--- src/rtl/uart_pkg.sv ---
// Shared UART definitions: parity encodings, receiver state encoding and the
// oversample-ratio legality check used by both the receiver and transmitter.
package uart_pkg;

    localparam int PARITY_NONE = 0;
    localparam int PARITY_ODD  = 1;
    localparam int PARITY_EVEN = 2;

    typedef enum logic [2:0] {
        ST_IDLE,
        ST_START,
        ST_DATA,
        ST_PARITY,
        ST_STOP
    } rx_state_e;

    // The 3-sample vote sits at M-1..M+1, so the ratio must be even and leave room around M.
    function automatic bit oversample_ok(input int os);
        return (os >= 4) && ((os % 2) == 0);
    endfunction

endpackage

--- src/rtl/uart_sync.sv ---
// Two-flop synchroniser for an asynchronous input pin, with a configurable
// reset value so an idle-high line does not look like activity out of reset.
module uart_sync #(
    parameter logic RESET_VAL = 1'b1
) (
    input  logic clk,
    input  logic reset,
    input  logic d_i,
    output logic q_o
);

    logic meta_q;
    logic sync_q;

    always_ff @(posedge clk) begin
        if (reset) begin
            meta_q <= RESET_VAL;
            sync_q <= RESET_VAL;
        end else begin
            meta_q <= d_i;
            sync_q <= meta_q;
        end
    end

    assign q_o = sync_q;

endmodule

--- src/rtl/uart_receiver.sv ---
// Oversampling UART receive stage: start-bit validation, LSB-first shift-in,
// parity/stop checking and a one-entry valid/ready output slot.
module uart_receiver
    import uart_pkg::*;
#(
    parameter int DATA_BITS  = 8,
    parameter int OVERSAMPLE = 16,
    parameter int PARITY     = PARITY_NONE
) (
    input  logic                 clk,
    input  logic                 reset,
    input  logic                 rxTick,
    input  logic                 rx,
    output logic [DATA_BITS-1:0] outData,
    output logic                 outValid,
    input  logic                 outReady,
    output logic                 frameError,
    output logic                 parityError,
    output logic                 overrun,
    output logic                 busy
);

    localparam int SCW = $clog2(OVERSAMPLE);
    localparam int BCW = $clog2(DATA_BITS + 1);
    localparam int M   = OVERSAMPLE / 2;

    localparam logic [SCW-1:0] SC_ONE    = SCW'(1);
    localparam logic [SCW-1:0] SC_LAST   = SCW'(OVERSAMPLE - 1);
    localparam logic [SCW-1:0] SC_VOTE_A = SCW'(M - 1);
    localparam logic [SCW-1:0] SC_VOTE_B = SCW'(M);
    localparam logic [SCW-1:0] SC_VOTE_C = SCW'(M + 1);
    localparam logic [BCW-1:0] BIT_ONE   = BCW'(1);
    localparam logic [BCW-1:0] BIT_LAST  = BCW'(DATA_BITS - 1);

    if (!oversample_ok(OVERSAMPLE)) begin : g_bad_oversample
        $error("uart_receiver: OVERSAMPLE must be even and >= 4");
    end
    if (DATA_BITS < 5 || DATA_BITS > 9) begin : g_bad_data_bits
        $error("uart_receiver: DATA_BITS must be in 5..9");
    end

    logic                 rx_s;
    rx_state_e            state_q;
    logic                 armed_q;
    logic [SCW-1:0]       sc_q;
    logic [BCW-1:0]       bit_q;
    logic [DATA_BITS-1:0] shift_q;
    logic [1:0]           samp_q;
    logic                 par_q;
    logic [DATA_BITS-1:0] out_data_q;
    logic                 out_valid_q;
    logic                 frame_err_q;
    logic                 parity_err_q;
    logic                 overrun_q;

    logic vote;
    logic at_vote;
    logic par_err_d;

    uart_sync #(.RESET_VAL(1'b1)) u_rx_sync (
        .clk   (clk),
        .reset (reset),
        .d_i   (rx),
        .q_o   (rx_s)
    );

    always_comb begin
        // NOTE: every combinational output gets a default first so no path can infer a latch.
        par_err_d = 1'b0;
        vote      = (samp_q[0] & samp_q[1]) | (rx_s & (samp_q[0] | samp_q[1]));
        at_vote   = (sc_q == SC_VOTE_C);
        if (PARITY == PARITY_ODD) begin
            par_err_d = ~(^shift_q ^ par_q);
        end else if (PARITY == PARITY_EVEN) begin
            par_err_d = ^shift_q ^ par_q;
        end
    end

    // NOTE: sequential state uses non-blocking assignments only, so every branch sees pre-edge values.
    always_ff @(posedge clk) begin
        if (reset) begin
            state_q      <= ST_IDLE;
            armed_q      <= 1'b0;
            sc_q         <= '0;
            bit_q        <= '0;
            shift_q      <= '0;
            samp_q       <= '0;
            par_q        <= 1'b0;
            out_data_q   <= '0;
            out_valid_q  <= 1'b0;
            frame_err_q  <= 1'b0;
            parity_err_q <= 1'b0;
            overrun_q    <= 1'b0;
        end else begin
            overrun_q <= 1'b0;
            if (out_valid_q && outReady) begin
                out_valid_q <= 1'b0;
            end

            if (rxTick) begin
                if (sc_q == SC_VOTE_A) samp_q[0] <= rx_s;
                if (sc_q == SC_VOTE_B) samp_q[1] <= rx_s;
                sc_q <= sc_q + SC_ONE;

                unique case (state_q)
                    ST_IDLE: begin
                        sc_q <= '0;
                        if (rx_s) begin
                            armed_q <= 1'b1;
                        end else if (armed_q) begin
                            // The detecting tick is sample 0 of the start bit.
                            state_q <= ST_START;
                            armed_q <= 1'b0;
                            sc_q    <= SC_ONE;
                        end
                    end
                    ST_START: begin
                        if (at_vote && vote) begin
                            state_q <= ST_IDLE;
                            sc_q    <= '0;
                        end else if (sc_q == SC_LAST) begin
                            state_q <= ST_DATA;
                            sc_q    <= '0;
                            bit_q   <= '0;
                        end
                    end
                    ST_DATA: begin
                        if (at_vote) shift_q <= {vote, shift_q[DATA_BITS-1:1]};
                        if (sc_q == SC_LAST) begin
                            sc_q  <= '0;
                            bit_q <= bit_q + BIT_ONE;
                            if (bit_q == BIT_LAST) begin
                                state_q <= (PARITY != PARITY_NONE) ? ST_PARITY : ST_STOP;
                            end
                        end
                    end
                    ST_PARITY: begin
                        if (at_vote) par_q <= vote;
                        if (sc_q == SC_LAST) begin
                            sc_q    <= '0;
                            state_q <= ST_STOP;
                        end
                    end
                    ST_STOP: begin
                        // Return to IDLE mid stop bit so the next start edge is never missed.
                        if (at_vote) begin
                            state_q <= ST_IDLE;
                            sc_q    <= '0;
                            if (!out_valid_q || outReady) begin
                                out_data_q   <= shift_q;
                                out_valid_q  <= 1'b1;
                                frame_err_q  <= ~vote;
                                parity_err_q <= par_err_d;
                            end else begin
                                overrun_q <= 1'b1;
                            end
                        end
                    end
                    default: state_q <= ST_IDLE;
                endcase
            end
        end
    end

    assign outData     = out_data_q;
    assign outValid    = out_valid_q;
    assign frameError  = frame_err_q;
    assign parityError = parity_err_q;
    assign overrun     = overrun_q;
    assign busy        = (state_q != ST_IDLE);

endmodule
--- config.mk ---
export PLATFORM = sky130hd
export DESIGN_NAME = uart_receiver
export DESIGN_NICKNAME = d
export VERILOG_FILES = /design/src/rtl/uart_pkg.sv /design/src/rtl/uart_sync.sv /design/src/rtl/uart_receiver.sv
export SDC_FILE = /design/constraint.sdc
export NUM_CORES = 1
export LEC_CHECK = 0
export CORE_UTILIZATION = 45
export DETAILED_ROUTE_END_ITERATION = 6
export GPL_ROUTABILITY_DRIVEN = 0
export PLACE_DENSITY = 0.66
export SYNTH_ARGS = -nofsm -noshare
export SYNTH_HDL_FRONTEND = slang
export SYNTH_SLANG_ARGS = --single-unit
--- constraint.sdc ---
create_clock -name clk -period 2.1 [get_ports clk]
set_input_delay 0.525 -clock clk [delete_from_list [all_inputs] [get_ports clk]]
set_output_delay 0.525 -clock clk [all_outputs]
set_load 0.02 [all_outputs]
==> flow_summary.json <==
{
  "drive_above_1_share": 0.133,
  "synth_edf_count": 0,
  "yosys.cell_types.count": 47,
  "seq_power_share": 0.547,
  "layout_common_cells": "dfxtp_1, nor2_1, mux2i_1",
  "rsz0062_at_grt": "no",
  "final_util": 0.567,
  "top_usage_layer": "met2",
  "ctsHoldBuffers": 0,
  "clock_latency_ns": 0.33,
  "crit_path_max_incr_delay_ns": 0.46,
  "p_clk_frac": 0.409,
  "crit_cells": 6,
  "die_w_um": 62.3,
  "setup_violations": 0,
  "postRouteAntennaNets": 0,
  "power.switching_mw": 0.255,
  "met3_usage": 0.0404,
  "clock_path_buffers": 2,
  "finalSetupTns_ns": 0,
  "reg2reg_to": "state_q[0]",
  "placed_cell_area_mm2": 0.00183,
  "grt_usage": 0.186,
  "required_ns": 2.36,
  "crit_buf_inv": 0,
  "fin_skew_ns": 0.00618,
  "dieArea_mm2": 0.00388,
  "cp_data_arrival_time_ns": 2.26,
  "start_kind": "flip-flop",
  "synth_ff_type": "dfxtp_1",
  "min_from": "u_rx_sync.meta_q",
  "p_leak_nw": 0.811,
  "fin_area_mm2": 0.00194,
  "drtIter0Drc": 55,
  "cts-htree-levels": 2,
  "finalHoldViolations": 0,
  "crit_type": "flip-flop to flip-flop",
  "fin_cells": 242,
  "cts_inserted_buffers": 5,
  "reg2reg_depth": 6,
  "syn_inst": 176,
  "ys_ff_latch": 35,
  "hold_end": "u_rx_sync.q_o",
  "p_int_mw": 0.975,
  "wl_per_cell_um": 13.1,
  "fin_crit_sh": 0.951,
  "fmax_ghz": 0.501,
  "p_per_area_mw_per_mm2": 635,
  "reg2reg_from": "sc_q[0]",
  "layout.nets": 204,
  "worstPathMaxFanout": 6,
  "cp-end-kind": "flip-flop",
  "slew_viol_final": 0,
  "vias": 1289,
  "cpMaxStageDelayCell": "dfxtp_1",
  "cpLargestDelayFamily": "simple AND/OR/NAND/NOR gates",
  "min_path_type": "flip-flop to flip-flop",
  "start_util": 0.479,
  "cts_tree": "done",
  "io_pins": 18,
  "status": "complete, no violations",
  "drc": 0,
  "core_mm2": 0.00342,
  "diodes": 0,
  "dr.pass1.iters": 4,
  "drt_wl_total_mm": 3.18,
  "fin_crit_ns": 2.00,
  "antenna_found_initial": 0,
  "cap_violations": 0,
  "clock-sinks": 35,
  "min_path_cells": 1,
  "dp_cells": 233,
  "path_cells": "ha_1 > and3_2 > o22ai_1 > or3_4 > or3_1 > a21oi_1",
  "synth_warnings": 0,
  "rows": 21,
  "async_flop_share": 0,
  "postSynthAreaPerCell_um2": 9.30,
  "grt_pass1_wl_mm": 5.72,
  "cts-root-buf": "clkbuf_4",
  "routed_via_density": 5.33,
  "r2r_slack_ns": 0.10,
  "ir_worst_vdd_mv": 0.422,
  "die_h_um": 62.3,
  "syn_to_final_growth_pct": 18.3,
  "overflow": 0,
  "final_common_cell": "dfxtp_1",
  "sw_frac_of_total": 0.207,
  "grt_pass1_vias": 1310,
  "synthesis.nets": 185,
  "port_buffers": 16,
  "met2_usage": 0.331,
  "hpwl_mm": 2.13,
  "syn_area_mm2": 0.00164,
  "clk_pin_slew_worst_paths_ns": 0.11,
  "grt_max_degree": 38,
  "pwr-share-comb": 0.045,
  "met1_usage": 0.202,
  "yosysSeqAreaShare": 0.428
}
## stage by stage
step,setup slack (ns),power [mW],hold slack [ns]
2_1_floorplan,0.340,0.724,0.389
3_3_place_gp,0.138,0.739,0.401
3_5_place_dp,0.0740,0.741,0.398
4_1_cts,0.0288,1.25,0.427
5_1_grt,0.0235,1.29,0.461
6_report,0.103,1.23,0.422
## registers in the layout, indices dropped and copies added, names as in the netlist
signal,count
state_q,3
u_rx_sync.meta_q,1
sc_q,4
bit_q,4
shift_q,8
frameError,1
armed_q,1
outData,8
outValid,1
overrun,1
u_rx_sync.q_o,1
samp_q,2
## power groups by stage
stage	Sequential (mW)	Combinational, mW	Clock, mW
global placement	0.687	0.0518	0
finish	0.672	0.0547	0.502
detailed placement	0.688	0.0531	0
global route	0.674	0.0600	0.555
floorplan	0.686	0.0379	0
CTS	0.673	0.0551	0.519
## cell usage after synthesis (3+ instances only)
cell type  instances  area, um2
nor2_1            28        105
inv_1              4       15.0
o21ai_0            3       15.0
mux2i_1           20        200
ha_1               4       50.1
nand2_1            9       33.8
clkbuf_1           3       11.3
dfxtp_1           35        701
a21oi_1            9       45.0
or2b_1             3       22.5
nand2b_1           4       25.0
nand3_1            8       40.0
## cell type report
cell class                 count  area (um2)
clock buffer                   6        51.3
clock inverter                 2        35.0
fill                         321        1480
inverter                       5        18.8
multi-input combinational    125         832
sequential                    35         702
tap                           46        57.6
timing repair buffer          23         240
## logic make-up (layout without fill, tap and decap cells)
group,after synthesis,count (layout),share of synthesized area
buf+inv,16,36,0.0673
simple gates,75,75,0.245
flops,35,35,0.428
mux,20,20,0.122
fa+ha+maj,5,5,0.0367
compound gates,24,24,0.0986
other cells,1,1,0.00229
## how the worst max path moves through the flow
stage,slack (ns),end,startpoint
6_report,0.10,state_q[0],sc_q[0]
5_1_grt,0.02,state_q[0],sc_q[0]
3_5_place_dp,0.07,state_q[0],rxTick
2_1_floorplan,0.34,state_q[0],sc_q[0]
3_3_place_gp,0.14,state_q[0],rxTick
4_1_cts,0.03,busy,state_q[2]
## what timing repair did
| action | 4_1_cts | 5_1_grt |
|---|---|---|
| pin swaps | 1 | 0 |
| setup endpoints to repair | 1 | 1 |
| buffers inserted | 1 | 0 |
| gates resized for setup | 2 | 1 |
## layer usage
metal  vias to the layer above  part of all wire
met5                         -                 0
met4                         0             0.020
met3                        10             0.051
met2                        40              0.49
met1                       600              0.44
li1                        639                 -
(Power assumes the default switching activity.)
